`src/rtl/mux8_rr_arbiter_pkg.sv`:
```
// Shared constants and encodings for the 8-way round-robin nibble arbiter.
// The arbiter top, the pick logic and the selector all import this package.
package mux8_rr_arbiter_pkg;

  localparam int N_REQ  = 8;
  localparam int DATA_W = 4;
  localparam int SEL_W  = 3;
  localparam int CNT_W  = 8;

  typedef enum logic {
    IDLE = 1'b0,
    BUSY = 1'b1
  } state_t;

  typedef enum logic {
    MODE_RR    = 1'b0,
    MODE_FIXED = 1'b1
  } mode_t;

endpackage

```
`src/rtl/mux8_rr_arbiter_mux.sv`:
```
// The shared 8:1 selector of 4-bit nibbles; requester k sits at bits [4k+3:4k].
module mux8x4
  import mux8_rr_arbiter_pkg::*;
(
  input  logic [N_REQ*DATA_W-1:0] data_in,
  input  logic [SEL_W-1:0]        sel,
  output logic [DATA_W-1:0]       data_out
);

  assign data_out = data_in[sel*DATA_W +: DATA_W];

endmodule

```
`src/rtl/mux8_rr_arbiter_rr_pick8.sv`:
```
// Combinational winner pick: the first set request scanning from ptr (round-robin),
// or from index 0 (fixed priority). Kept separate so it can be verified on its own.
module rr_pick8
  import mux8_rr_arbiter_pkg::*;
(
  input  logic [N_REQ-1:0] req,
  input  logic [SEL_W-1:0] ptr,
  input  logic             mode,
  output logic [SEL_W-1:0] win,
  output logic             any
);

  logic [SEL_W-1:0] w_start;
  logic [SEL_W-1:0] w_idx;

  always_comb begin
    // NOTE: every output gets a default first so no latch is inferred.
    win     = '0;
    w_idx   = '0;
    w_start = (mode == MODE_FIXED) ? '0 : ptr;
    // Scan from the far end so the offset closest to w_start is written last.
    for (int k = N_REQ - 1; k >= 0; k--) begin
      w_idx = w_start + SEL_W'(k);
      if (req[w_idx]) win = w_idx;
    end
    any = |req;
  end

endmodule

```
`src/rtl/mux8_rr_arbiter.sv`:
```
// Round-robin / fixed-priority sequencer sharing one 8:1 nibble selector between
// eight requesters, with a registered valid/ready output stage and one-hot ack.
module mux8_rr_arbiter
  import mux8_rr_arbiter_pkg::*;
(
  input  logic                    clk,
  input  logic                    rst,
  input  logic [N_REQ-1:0]        req,
  input  logic [N_REQ*DATA_W-1:0] data_in,
  input  logic                    mode,
  input  logic                    out_ready,
  output logic                    out_valid,
  output logic [DATA_W-1:0]       out_data,
  output logic [SEL_W-1:0]        out_src,
  output logic [SEL_W-1:0]        sel,
  output logic [N_REQ-1:0]        ack,
  output logic [CNT_W-1:0]        xfer_cnt
);

  state_t              r_state;
  logic [SEL_W-1:0]    r_ptr;
  logic [SEL_W-1:0]    r_sel;
  logic [DATA_W-1:0]   r_data;
  logic [CNT_W-1:0]    r_cnt;

  logic [SEL_W-1:0]    w_win;
  logic                w_any;
  logic                w_grant;
  logic                w_hs;
  logic [SEL_W-1:0]    w_sel_next;
  logic [DATA_W-1:0]   w_mux;

  rr_pick8 u_pick (
    .req  (req),
    .ptr  (r_ptr),
    .mode (mode),
    .win  (w_win),
    .any  (w_any)
  );

  // The selector sees the next-state select so the winner's nibble is captured
  // on the same edge that issues the grant.
  assign w_grant    = (r_state == IDLE) && w_any;
  assign w_sel_next = w_grant ? w_win : r_sel;

  mux8x4 u_mux (
    .data_in  (data_in),
    .sel      (w_sel_next),
    .data_out (w_mux)
  );

  assign w_hs = (r_state == BUSY) && out_ready;

  // NOTE: sequential state uses non-blocking assignments only.
  always_ff @(posedge clk) begin
    if (rst) begin
      r_state <= IDLE;
      r_ptr   <= '0;
      r_sel   <= '0;
      r_data  <= '0;
      r_cnt   <= '0;
    end else begin
      case (r_state)
        IDLE: begin
          if (w_any) begin
            r_state <= BUSY;
            r_sel   <= w_win;
            r_data  <= w_mux;
          end
        end
        BUSY: begin
          if (out_ready) begin
            r_state <= IDLE;
            r_ptr   <= r_sel + SEL_W'(1);
            r_cnt   <= r_cnt + CNT_W'(1);
          end
        end
        default: r_state <= IDLE;
      endcase
    end
  end

  assign out_valid = (r_state == BUSY);
  assign out_data  = r_data;
  assign out_src   = r_sel;
  assign sel       = r_sel;
  assign xfer_cnt  = r_cnt;
  assign ack       = w_hs ? (N_REQ'(1) << r_sel) : '0;

endmodule

```
`config.mk`:
```
export PLATFORM = sky130hd
export DESIGN_NAME = mux8_rr_arbiter
export DESIGN_NICKNAME = d
export VERILOG_FILES = /design/src/rtl/mux8_rr_arbiter_pkg.sv /design/src/rtl/mux8_rr_arbiter_mux.sv /design/src/rtl/mux8_rr_arbiter_rr_pick8.sv /design/src/rtl/mux8_rr_arbiter.sv
export SDC_FILE = /design/constraint.sdc
export NUM_CORES = 1
export LEC_CHECK = 0
export ABC_AREA = 0
export ABC_CLOCK_PERIOD_IN_PS = 4200
export BUFFER_PORTS_ARGS = -buffer_cell sky130_fd_sc_hd__buf_2
export CAP_MARGIN = 15
export CELL_PAD_IN_SITES_DETAIL_PLACEMENT = 1
export CELL_PAD_IN_SITES_GLOBAL_PLACEMENT = 1
export CORE_MARGIN = 5
export CORE_UTILIZATION = 25
export DETAILED_ROUTE_END_ITERATION = 7
export PLACE_DENSITY = 0.59
export SKIP_LAST_GASP = 1
export SLEW_MARGIN = 20
export SYNTH_ARGS = -nofsm -noshare
export SYNTH_HDL_FRONTEND = slang
export SYNTH_HIERARCHICAL = 1
export SYNTH_SLANG_ARGS = --single-unit
export TNS_END_PERCENT = 1
```
`constraint.sdc`:
```
create_clock -name clk -period 4.2 [get_ports clk]
set_input_delay 0.42 -clock clk [delete_from_list [all_inputs] [get_ports clk]]
set_output_delay 0.42 -clock clk [all_outputs]
set_load 0.02 [all_outputs]
```
[Yosys cells after proc, flatten, opt, wreduce, memory -nomap -nowiden]
Index checks and enable logic that the tools add are counted.
Storage, ports and cells
  input port bits: 44
  output and inout port bits: 27
  word-level logic and storage cells: 60
  memories kept: 0
  bits in latches: 0
  bits in read-only memories: 0
  flip-flop bits (word level): 19
  RAM bits: 0
Cells by class
  multiplexer cells: 30
  add/sub/neg operators: 9
  order comparisons: 8
  divide/modulo/power cells: 0
  shifts and indexed selects: 2
  multiply operators: 0
  reductions and logical operators: 5
  equal/unequal tests: 0
  bitwise logic cells: 1
Operator list (count)
  $lt A3 B4 Y1 const B: 8
  $shiftx A32 B6 Y4: 1
  $mux W3: 10
  $bmux W1 S3: 8
  $add A3 B3 Y3 const B: 4
  $mux W1: 10
  $add A8 B1 Y8 const B: 1
  $mux W8: 1
  $reduce_or A8 Y1: 1
  $shl A1 B3 Y8 const A: 1
  $add A3 B1 Y3 const B: 2
  $add A3 B2 Y3 const B: 2
  $reduce_and A2 Y1: 2
  $logic_and A1 B1 Y1: 2
  $pmux W1 S2: 1
  $not A1 Y1: 1

[Longest topological paths before layout]
Gate-level depths: netlist (run 1).
  word-level depth: 14
  gate-level depth with buffers: 18
  depth with buffers taken out: 14

[Cells and area by module]
The synthesis (run 1) kept the hierarchy.
By module, submodules not included
  rr_pick8: cells each 134, instances 1, area each 1131.1 um^2, sequential area each 0.0 um^2
  mux8_rr_arbiter: cells each 100, instances 1, area each 905.9 um^2, sequential area each 380.4 um^2
  mux8x4: cells each 14, instances 1, area each 270.3 um^2, sequential area each 0.0 um^2

[Worst setup path after synthesis (run 1)]
Ideal clock, no wire load.
  path kind: in2reg
  from: in mode
  to: reg r_data[0], in the netlist out_data[0]
  path buffers: 3
  required time: 4.072 ns
  setup time: 0.128 ns
  path slack: 0.470 ns
  stages on the path: 16
  arrival: 3.602 ns
  cell sequence: nand2b_4 buf_12 buf_6 ha_1 xnor2_4 mux4_2 a211oi_2 o21ai_0 a21oi_1 or3_1 mux2_2 buf_6 mux4_1 mux2_2 mux2i_1 nor2_1
Between the ends
  longest elaborated chain between the ends: 14
  elaborated cells between the ends (all ways): 34
  classes of those cells: add/sub: 7; shift: 1; mux: 26
Ends and longest elaborated chain
  start: declaration: RTL line mux8_rr_arbiter.sv:10  | input logic mode,
  $mux W3 (*): RTL line mux8_rr_arbiter_rr_pick8.sv:20  | w_start = (mode == MODE_FIXED) ? '0 : ptr;
  $add A3 B3 Y3: RTL line mux8_rr_arbiter_rr_pick8.sv:23  | w_idx = w_start + SEL_W'(k);
  $bmux W1 S3: RTL line mux8_rr_arbiter_rr_pick8.sv:24  | if (req[w_idx]) win = w_idx;
  $mux W1 (not written as such): RTL line mux8_rr_arbiter_rr_pick8.sv:24
  $mux W3 (7 in series): RTL line mux8_rr_arbiter_rr_pick8.sv:24
  $mux W3 (*): RTL line mux8_rr_arbiter_rr_pick8.sv:24
  via w_win[0]: RTL line mux8_rr_arbiter.sv:26  | logic [SEL_W-1:0] w_win;
  $mux W3 (*): RTL line mux8_rr_arbiter.sv:44  | assign w_sel_next = w_grant ? w_win : r_sel;
  via w_sel_next[0]: RTL line mux8_rr_arbiter.sv:30  | logic [SEL_W-1:0] w_sel_next;
  $shiftx A32 B6 Y4 (*): RTL line mux8_rr_arbiter_mux.sv:10  | assign data_out = data_in[sel*DATA_W +: DATA_W];
  via w_mux[0]: RTL line mux8_rr_arbiter.sv:31  | logic [DATA_W-1:0] w_mux;
  end signal: assignment: RTL line mux8_rr_arbiter.sv:68  | r_data <= w_mux;
  end: declaration: RTL line mux8_rr_arbiter.sv:23  | logic [DATA_W-1:0] r_data;
Mark *: on every way through the listed nets, which the timed path passes. The rest lies on a longest branch. The select of a mux whose other input is x is not followed.
A chain may end at the register's enable or synchronous reset.

[Worst setup path after layout (run 1)]
Ends and elaborated chain as after synthesis.

==> summary.txt, run 1 <==
Run status
  • Result of the run: completed

Critical path
  • Worst path cell trace: buf_2 -> nand2b_4 -> buf_4 -> mux2_4 -> mux4_2 -> a21boi_2 -> o21ai_1 -> or3_1 -> mux2_2 -> mux4_1 -> mux2_2 -> mux2i_1 -> nor2_1
  • Critical path arrival: 3.94 ns
  • Critical path peak fanout: 14
  • Library cell appearing most often on the critical path: sky130_fd_sc_hd__mux2_2
  • Largest stage delay, worst path: 0.52 ns
  • Required @ worst endpoint: 4.33 ns
  • Kind of critical path: input port to register
  • Critical Path Start Type: input port
  • Crit path capture type: register
  • Critical-path top delay cell: sky130_fd_sc_hd__mux4_2

Clock network
  • Clock root buffer master: sky130_fd_sc_hd__clkbuf_8
  • Number of buffers added by the clock tree synthesis step: 3
  • Clk Latency, worst-skew pair: 0.26 ns
  • # hold bufs at CTS: 0
  • Post-CTS setup buffers: 0
  • Worst-case clock buffer depth: 2
  • TritonCTS clock tree: done
  • CTS-repair resized insts: 0
  • H-tree depth: 1
  • Clock transition at the register clock pins on the worst setup and hold paths after CTS: 0.07 ns
  • Clock sink count: 19

Final layout
  • Util after Layout: 30.7%
  • Footprint of the flip-flops and latches: 380 um2
  • Fill cells: 1101
  • Area of combinational cells with multiple inputs: 1730 um2
  • N_diodes: 0
  • Final-stage net count: 371
  • Syn-to-layout area delta: 21.1%
  • Share of final-layout standard cells stronger than drive strength 1: 37.7%

Detailed routing
  • Count of vias placed by the detailed router: 2212
  • Number of DRC violations after detailed routing: 0
  • Average routed wire per standard cell: 16.6 um
  • Antenna-violating nets left: 0
  • Detailed-routing iteration count for the pre-antenna-repair pass: 4
  • Routed WL: 7140 um
  • Iter 0 DRT Violations: 54
  • Vias per std cell: 5.16

GRT
  • Number of global-route vias before repair: 2349
  • Global-route wire length before repair: 12000 um
  • Antenna violations before repair: 0
  • Gr usage total: 12.9%
  • Maximum number of pins on one net before global-route repair: 20
  • Total congestion overflow: 0

Floorplan
  • Initial standard-cell utilization of the core: 25.3%
  • Die X-Extent: 106 um
  • Boundary Pins: 71
  • Area enclosed by the die boundary: 11200 um2
  • Placeable core region: 9110 um2
  • # rows: 35
  • Die Y-Extent: 106 um

Synth
  • Area of the mapped netlist: 2310 um2
  • Share of synthesized area occupied by flip-flops and latches: 16.5%
  • Count of flip-flops with a built-in enable after synthesis: 0
  • Leading cell types by total area after synthesis: sky130_fd_sc_hd__dfxtp_1, sky130_fd_sc_hd__mux4_1, sky130_fd_sc_hd__mux2i_1
  • Number of nets in the synthesized netlist: 300
  • Most instantiated flip-flop cell in the synthesis netlist: sky130_fd_sc_hd__dfxtp_1
  • Cell with the most instances after synthesis: sky130_fd_sc_hd__mux2i_1
  • Number of unique standard cell types used by synthesis: 61
  • Mean area per synthesized cell: 9.30 um2
  • Number of synthesis warnings: 6
  • Synth async-reset ratio: 0%
  • Synthesized flop and latch total: 19
  • Fraction of post-synthesis cell area in the top cell type by area: 16.5%
  • Post-synthesis instance total: 248
  • Yosys top cell by area: sky130_fd_sc_hd__dfxtp_1
  • Commonest cells in the netlist: sky130_fd_sc_hd__mux2i_1, sky130_fd_sc_hd__dfxtp_1, sky130_fd_sc_hd__a21oi_1, sky130_fd_sc_hd__nor2_1, sky130_fd_sc_hd__nand2_1

Timing
  • Final worst hold slack: 0.489 ns
  • Worst Clk Skew: 0.00824 ns
  • Sum Neg Setup Slack: 0 ns
  • Fmax achieved: 262 MHz
  • Transition time at the pin with the least slew margin: 0.752 ns
  • Worst slew slack as a fraction of its limit: 49.8%
  • RSZ-0062 raised after global routing: false
  • Setup-violating endpoint count in the final report: 0
  • Number of failing hold endpoints at the final stage: 0
  • Final min period: 3.81 ns
  • Period Utilization, post-route: 90.8%
  • Final count of pins violating max slew: 0

Power
  • Pwr per Cell Area: 237 nW/um2
  • Total Power Consumption: 661 uW
  • Leakage power: 0.00126 uW
  • Worst vdd rail ir drop: 0.111 mV

Hold path
  • Worst min-delay path class: register to register

Place
  • Count of buffers from port buffering: 70
  • Sum of net half-perimeters after detailed placement: 5830 um
  • Routability-driven placement congestion ratio: 0.834

Flow run
  • Number of violations of the max-capacitance limit: 0
## kinds of logic (layout without fill, tap and decap cells)
| family | Yosys count | in the layout | share of synthesized area (%) |
|---|---|---|---|
| AOI/OAI and AO/OA | 59 | 59 | 16.2 |
| xor gates and xnor gates | 6 | 6 | 3.09 |
| adders and majority gates | 8 | 8 | 4.34 |
| buffers and inverters | 29 | 99 | 8.73 |
| DFF | 19 | 19 | 16.5 |
| muxes | 52 | 52 | 33.4 |
| and+or+nand+nor | 75 | 75 | 17.8 |
## critical path, delay by kind of cell
family,cells,cell delay (ns)
AOI/OAI and AO/OA,2,0.22
and+or+nand+nor,3,0.70
muxes,6,2.12
buffers and inverters,2,0.45
## flip-flops by register name, indices dropped and copies added, names as in the netlist
register / flops
out_data: 4
out_src: 3
out_valid: 1
r_ptr: 3
xfer_cnt: 8
## path summary, 6_finish.rpt
check | from | end | slack, ns | cells after the start
max | mode | out_data[0] | 0.39 | 13
min | xfer_cnt[7] | xfer_cnt[7] | 0.49 | 2
max reg2reg | r_ptr[0] | out_data[0] | 0.42 | 14
min reg2reg | xfer_cnt[7] | xfer_cnt[7] | 0.49 | 2
## layout by cell type (no fill, tap or decap), drive strengths merged, types with 2 or more instances in the layout
cell type,instances
buf,85
mux2i,24
dfxtp,19
a21oi,18
nor2,18
nand2,16
o21ai,16
mux2,15
mux4,13
inv,10
and3,8
ha,8
a211oi,7
nor2b,6
xnor2,6
or3,5
nand3,4
o22ai,4
clkbuf,3
nand2b,3
and2,2
o32ai,2
nor3b,2
nor4,2
nand4,2
## layout make-up
type,instances,area share [%]
Clock buffer,3,1.48
Clock inverter,1,0.179
Inverter,10,1.43
Multi-Input combinational cell,200,61.8
Sequential cell,19,13.6
Tap cell,111,4.97
Timing Repair Buffer,85,16.6
## metal layers
layer / wire, um / track usage (%)
met1: 3510 / 17.7
met2: 3240 / 21.7
met3: 343 / 1.88
met4: 54 / 2.41
met5: 0 / 0
## report_power, final
group | switching [uW] | total (uW) | internal, uW
Clock | 60.3 | 126 | 65.9
Sequential | 16.4 | 211 | 194
Combinational | 167 | 324 | 158
Total | 243 | 661 | 418
## stage by stage
| stage | cell area (um2) | setup slack [ns] | cells |
|---|---|---|---|
| after floorplan | 2310 | 0.470 | 248 |
| after global placement | 2750 | 0.191 | 425 |
| after detailed placement | 2750 | 0.137 | 425 |
| after global routing | 2790 | 0.109 | 429 |
| after CTS | 2790 | 0.393 | 429 |
| final | 2790 | 0.388 | 429 |
No activity file was read; power rests on OpenSTA's default activity.
==> run 2, diff against run 1 <==
--- a/config.mk
+++ b/config.mk
@@ -11,10 +11,11 @@
 export CAP_MARGIN = 15
 export CELL_PAD_IN_SITES_DETAIL_PLACEMENT = 1
 export CELL_PAD_IN_SITES_GLOBAL_PLACEMENT = 1
+export CORE_ASPECT_RATIO = 0.9
 export CORE_MARGIN = 5
-export CORE_UTILIZATION = 25
+export CORE_UTILIZATION = 39
 export DETAILED_ROUTE_END_ITERATION = 7
-export PLACE_DENSITY = 0.59
+export PLACE_DENSITY = 0.84
 export SKIP_LAST_GASP = 1
 export SLEW_MARGIN = 20
 export SYNTH_ARGS = -nofsm -noshare
==> run 2 against run 1 <==
  * Worst hold slack better by 0.0015 ns
  * Register-to-register slack lost 0.07 ns
  * Cell area is 2.1% lower
  * Clock power up 3%
  * Combinational power about the same
  * Critical endpoint is now out_data[3]
  * Final cell count down 10%
  * First-iteration DRC count increased by 150%
  * Clock skew is 0.0015 ns lower
==> summary.txt, run 2 (synthesis results as in run 1) <==
Critical path
  • Reg2reg path depth: 14
  • Required @ worst endpoint: 4.33 ns
  • Worst path buffer plus inverter count: 1
  • CP Depth: 14
  • Critical Path Start Type: register
  • Launching point of the worst reg2reg path: r_ptr[1]
  • Largest stage delay, worst path: 0.60 ns
  • Register-to-register path setup slack: 0.35 ns
  • Setup crit end: out_data[3]
  • Library cell appearing most often on the critical path: sky130_fd_sc_hd__mux2_2
  • Crit path capture type: register
  • CP Launch Point: r_ptr[1]
  • Kind of cell with the highest combined delay on the critical path: multiplexers
  • Critical path arrival: 3.98 ns
  • Worst path cell trace: nor2b_2 -> inv_4 -> ha_1 -> xnor2_4 -> mux4_2 -> a211oi_2 -> o21ai_0 -> a21oi_1 -> or3_1 -> mux2_2 -> mux4_1 -> mux2_2 -> mux2i_1 -> nor2_1
  • Crit Reg-Reg Endpoint: out_data[3]
  • Critical-path top delay cell: sky130_fd_sc_hd__mux4_1
  • Critical path peak fanout: 9
  • Kind of critical path: register to register

Power
  • Combinational Power Share: 49.0%
  • Leakage power: 0.00126 uW
  • Pwr per Cell Area: 243 nW/um2
  • Relative contribution of sequential cells to total power: 31.5%
  • Sw frac: 37.3%
  • Clk network pwr share: 19.6%
  • P_int: 417 uW
  • Worst vdd rail ir drop: 0.136 mV
  • Switching power of the nets: 248 uW

Detailed routing
  • Average routed wire per standard cell: 18.5 um
  • Iter 0 DRT Violations: 133
  • Count of vias placed by the detailed router: 2243
  • Antenna-violating nets left: 0
  • Vias per std cell: 5.83
  • Number of DRC violations after detailed routing: 0
  • Detailed-routing iteration count for the pre-antenna-repair pass: 4
  • Routed WL: 7100 um

Timing
  • Number of failing hold endpoints at the final stage: 0
  • Worst Clk Skew: 0.00677 ns
  • Fmax achieved: 260 MHz
  • Transition time at the pin with the least slew margin: 0.625 ns
  • Period Utilization, post-route: 91.6%
  • Final count of pins violating max slew: 0
  • Final min period: 3.85 ns
  • RSZ-0062 raised after global routing: false
  • Sum Neg Setup Slack: 0 ns
  • Least setup slack across all paths after layout: 0.354 ns
  • Worst slew slack as a fraction of its limit: 58.1%
  • Setup-violating endpoint count in the final report: 0

Place
  • Sum of net half-perimeters after detailed placement: 5830 um
  • Number of placed cells counting well taps: 381
  • Placed standard-cell area: 2690 um2
  • Count of buffers from port buffering: 70
  • Routability-driven placement congestion ratio: 0.921
  • Worst setup timing slack at the placement stage: 0.0369 ns

GRT
  • Maximum number of pins on one net before global-route repair: 21
  • Antenna violations before repair: 0
  • Total congestion overflow: 0
  • Number of global-route vias before repair: 2376
  • Global-route wire length before repair: 11800 um
  • Gr usage total: 18.3%

Floorplan
  • Die X-Extent: 91.1 um
  • Initial standard-cell utilization of the core: 40.3%
  • Area enclosed by the die boundary: 7560 um2
  • Die Y-Extent: 83.0 um
  • Boundary Pins: 71
  • Placeable core region: 5730 um2
  • # rows: 26

Clock network
  • Worst-case clock buffer depth: 2
  • H-tree depth: 1
  • Clock transition at the register clock pins on the worst setup and hold paths after CTS: 0.08 ns
  • TritonCTS clock tree: done
  • Number of buffers added by the clock tree synthesis step: 3
  • CTS-repair resized insts: 0
  • Post-CTS setup buffers: 0
  • # hold bufs at CTS: 0
  • Clk Latency, worst-skew pair: 0.26 ns
  • Clock sink count: 19
  • Clock root buffer master: sky130_fd_sc_hd__clkbuf_8

Final layout
  • Util after Layout: 47.8%
  • Syn-to-layout area delta: 18.5%
  • Footprint of the flip-flops and latches: 380 um2
  • Leading cell types in the layout, fill and taps excluded: sky130_fd_sc_hd__buf_2, sky130_fd_sc_hd__mux2i_1, sky130_fd_sc_hd__dfxtp_1
  • Leading cell type in the layout, fill and taps excluded: sky130_fd_sc_hd__buf_2
  • Fill cells: 708
  • N_diodes: 0
  • Total non-filler cell area in the finished layout: 2740 um2
  • Filler-free cell count of the finished design: 385
  • Final-stage net count: 368
  • Largest register FFs: 8
  • Share of final-layout standard cells stronger than drive strength 1: 37.5%
  • Area of combinational cells with multiple inputs: 1730 um2

Hold path
  • Worst min-delay path class: register to register

Flow run
  • Number of violations of the max-capacitance limit: 0

Run status
  • Result of the run: completed
## run 2: changes by cell type in the layout (fill, tap and decap cells not counted)
cell,previous run,this run
sky130_fd_sc_hd__buf_12,0,1
sky130_fd_sc_hd__buf_4,15,11
sky130_fd_sc_hd__nor2b_1,6,5
sky130_fd_sc_hd__nor2b_2,0,1
## run 2: layout make-up
type | count | area share, %
flip-flops and latches | 19 | 13.9
clock buffers | 3 | 1.51
clock inverters | 1 | 0.183
inverters | 10 | 1.46
well taps | 70 | 3.20
repair buffers | 82 | 16.6
multi-input cells | 200 | 63.2
## run 2: stage by stage
stage | hold WS [ns] | total power [uW]
finish | 0.490 | 666
global route | 0.521 | 707
CTS | 0.495 | 672
detailed placement | 0.479 | 540
global placement | 0.464 | 525
floorplan | 0.458 | 453
## run 2: per-layer routing
metal / wire, um / global-route usage (%) / up-vias / share of wire, %
met5: 0 / 0 / - / 0
met4: 65 / 2.80 / 0 / 0.91
met3: 349 / 2.62 / 6 / 4.9
met2: 3730 / 34.4 / 66 / 52
met1: 2960 / 22.3 / 1094 / 42
li1: - / - / 1077 / -
## run 2: worst min-delay path by stage
stage | cells after the start | from | to | slack, ns
floorplan | 2 | r_ptr[1] | r_ptr[1] | 0.46
global placement | 2 | xfer_cnt[7] | xfer_cnt[7] | 0.46
detailed placement | 2 | out_data[2] | out_data[2] | 0.48
CTS | 2 | xfer_cnt[7] | xfer_cnt[7] | 0.49
global route | 2 | out_data[2] | out_data[2] | 0.52
finish | 2 | out_data[2] | out_data[2] | 0.49
## run 2: worst register-to-register path: cells and delay by family, from the launching register on
kind            cells  cell delay [ns]
mux                 5             1.88
flops               1             0.34
fa+ha+maj           1             0.29
compound gates      3             0.49
buf+inv             1             0.08
xor+xnor            1             0.26
simple gates        3             0.38
## run 2: power groups by stage
| stage | logic [uW] | registers (uW) | clock network (uW) |
|---|---|---|---|
| floorplan | 229 | 224 | 0 |
| global placement | 312 | 214 | 0 |
| detailed placement | 326 | 214 | 0 |
| CTS | 328 | 210 | 134 |
| global route | 355 | 212 | 140 |
| finish | 326 | 209 | 130 |
==> run 3, diff against run 2 <==
--- a/config.mk
+++ b/config.mk
@@ -7,7 +7,7 @@
 export LEC_CHECK = 0
 export ABC_AREA = 0
 export ABC_CLOCK_PERIOD_IN_PS = 4200
-export BUFFER_PORTS_ARGS = -buffer_cell sky130_fd_sc_hd__buf_2
+export BUFFER_PORTS_ARGS = -buffer_cell sky130_fd_sc_hd__buf_4
 export CAP_MARGIN = 15
 export CELL_PAD_IN_SITES_DETAIL_PLACEMENT = 1
 export CELL_PAD_IN_SITES_GLOBAL_PLACEMENT = 1
==> constraint.sdc (replaced) <==
create_clock -name clk -period 4.2 [get_ports clk]
set_input_delay 0.42 -clock clk [delete_from_list [all_inputs] [get_ports clk]]
set_output_delay 0.42 -clock clk [all_outputs]
set_load 0.05 [all_outputs]
==> run 3 against run 2 <==
  * Clock power barely moved
  * Cell area rose by 5.0%
  * Register-to-register slack got worse by 0.03 ns
  * Via count fell by 1.4%
  * Power rose by 8.4%
  * Global-route usage rose by 0.56 points
  * Non-clock buffer count fell by 3
  * Combinational power rose by 17%
  * Sequential share of layout area fell by 0.67 points
  * Critical endpoint is now out_data[2]
  * Highest routed layer unchanged
==> summary.txt, run 3 (synthesis results as in run 1) <==
GRT
  • Maximum number of pins on one net before global-route repair: 20
  • Global-route wire length before repair: 12000 um
  • Gr usage total: 18.9%
  • Number of global-route vias before repair: 2356
  • Total congestion overflow: 0
  • Antenna violations before repair: 0

Critical path
  • Launching point of the worst reg2reg path: r_ptr[1]
  • Crit path capture type: register
  • CP Launch Point: r_ptr[1]
  • Library cell appearing most often on the critical path: sky130_fd_sc_hd__mux2_2
  • Reg2reg path depth: 14
  • Critical path peak fanout: 9
  • CP Depth: 14
  • Setup crit end: out_data[2]
  • Critical-path top delay cell: sky130_fd_sc_hd__mux4_1
  • Critical path arrival: 4.03 ns
  • Register-to-register path setup slack: 0.32 ns
  • Kind of cell with the highest combined delay on the critical path: multiplexers
  • Largest stage delay, worst path: 0.64 ns
  • Worst path cell trace: nor2b_1 -> inv_4 -> ha_1 -> xnor2_4 -> mux4_2 -> a211oi_2 -> o21ai_0 -> a21oi_1 -> or3_1 -> mux2_2 -> mux4_1 -> mux2_2 -> mux2i_1 -> nor2_1
  • Worst path buffer plus inverter count: 1
  • Kind of critical path: register to register
  • Required @ worst endpoint: 4.35 ns
  • Critical Path Start Type: register
  • Crit Reg-Reg Endpoint: out_data[2]

Clock network
  • Worst-case clock buffer depth: 2
  • Number of buffers added by the clock tree synthesis step: 3
  • H-tree depth: 1
  • Clock sink count: 19
  • CTS-repair resized insts: 0
  • Clock root buffer master: sky130_fd_sc_hd__clkbuf_8
  • Clock transition at the register clock pins on the worst setup and hold paths after CTS: 0.07 ns
  • Clk Latency, worst-skew pair: 0.26 ns
  • TritonCTS clock tree: done
  • Post-CTS setup buffers: 0
  • # hold bufs at CTS: 0

Detailed routing
  • Routed WL: 7260 um
  • Count of vias placed by the detailed router: 2212
  • Vias per std cell: 5.79
  • Antenna-violating nets left: 0
  • Iter 0 DRT Violations: 129
  • Detailed-routing iteration count for the pre-antenna-repair pass: 4
  • Number of DRC violations after detailed routing: 0
  • Average routed wire per standard cell: 19.0 um

Timing
  • Setup-violating endpoint count in the final report: 0
  • Least setup slack across all paths after layout: 0.325 ns
  • Final count of pins violating max slew: 0
  • Fmax achieved: 258 MHz
  • Worst slew slack as a fraction of its limit: 61.7%
  • Number of failing hold endpoints at the final stage: 0
  • Final worst hold slack: 0.481 ns
  • RSZ-0062 raised after global routing: false
  • Period Utilization, post-route: 92.3%
  • Sum Neg Setup Slack: 0 ns
  • Transition time at the pin with the least slew margin: 0.573 ns
  • Worst Clk Skew: 0.00400 ns
  • Final min period: 3.88 ns

Power
  • Leakage power: 0.00127 uW
  • Total Power Consumption: 722 uW
  • Pwr per Cell Area: 251 nW/um2
  • Worst vdd rail ir drop: 0.151 mV

Place
  • Worst setup timing slack at the placement stage: 0.0753 ns
  • Count of buffers from port buffering: 70
  • Sum of net half-perimeters after detailed placement: 5840 um
  • Routability-driven placement congestion ratio: 0.908

Floorplan
  • # rows: 26
  • Initial standard-cell utilization of the core: 40.3%
  • Placeable core region: 5730 um2
  • Boundary Pins: 71
  • Die X-Extent: 91.1 um
  • Die Y-Extent: 83.0 um
  • Area enclosed by the die boundary: 7560 um2

Final layout
  • Final-stage net count: 365
  • Leading cell type in the layout, fill and taps excluded: sky130_fd_sc_hd__buf_4
  • Share of final-layout standard cells stronger than drive strength 1: 36.5%
  • Largest register FFs: 8
  • Util after Layout: 50.2%
  • Syn-to-layout area delta: 24.5%
  • Leading cell types in the layout, fill and taps excluded: sky130_fd_sc_hd__buf_4, sky130_fd_sc_hd__mux2i_1, sky130_fd_sc_hd__dfxtp_1
  • N_diodes: 0

Flow run
  • Number of violations of the max-capacitance limit: 0

Run status
  • Result of the run: completed

Hold path
  • Worst min-delay path class: input port to register
==> run 3: changes by cell type in the layout (fill, tap and decap cells not counted), sizes merged <==
cell | previous run | this run
buf | 82 | 79
==> run 3: routing by layer <==
layer	share of wire (%)	GRT usage, %	vias to the layer above
li1	-	-	1058
met1	43	24.4	1089
met2	51	33.0	59
met3	5.4	3.62	6
met4	0.72	3.20	0
met5	0	0	-
==> run 3: final cells by class <==
class	count	area, um2
sequential	19	380
inverter	10	40.0
timing repair buffer	79	593
clock buffer	3	41.3
multi-input combinational	200	1730
fill	689	2850
clock inverter	1	5.00
tap	70	87.6
==> run 3: worst min-delay path by stage <==
stage	endpoint	depth (start not counted)	slack (ns)	startpoint
final	xfer_cnt[5]	2	0.48	rst
after CTS	xfer_cnt[5]	2	0.48	rst
after global routing	out_data[2]	2	0.49	rst
after global placement	xfer_cnt[7]	2	0.47	xfer_cnt[7]
after floorplan	r_ptr[1]	2	0.46	r_ptr[1]
after detailed placement	xfer_cnt[7]	2	0.48	xfer_cnt[7]
==> run 3: where the power goes <==
part / total, uW / switching (uW) / internal, uW
combinational: 381 / 207 / 174
sequential: 210 / 16.1 / 194
clock: 131 / 64.5 / 66.1
total: 722 / 287 / 435
==> run 3: per-stage QoR <==
stage               area, um2  instances
floorplan                2310        248
global route             2870        382
CTS                      2870        382
detailed placement       2830        378
finish                   2870        382
global placement         2830        378
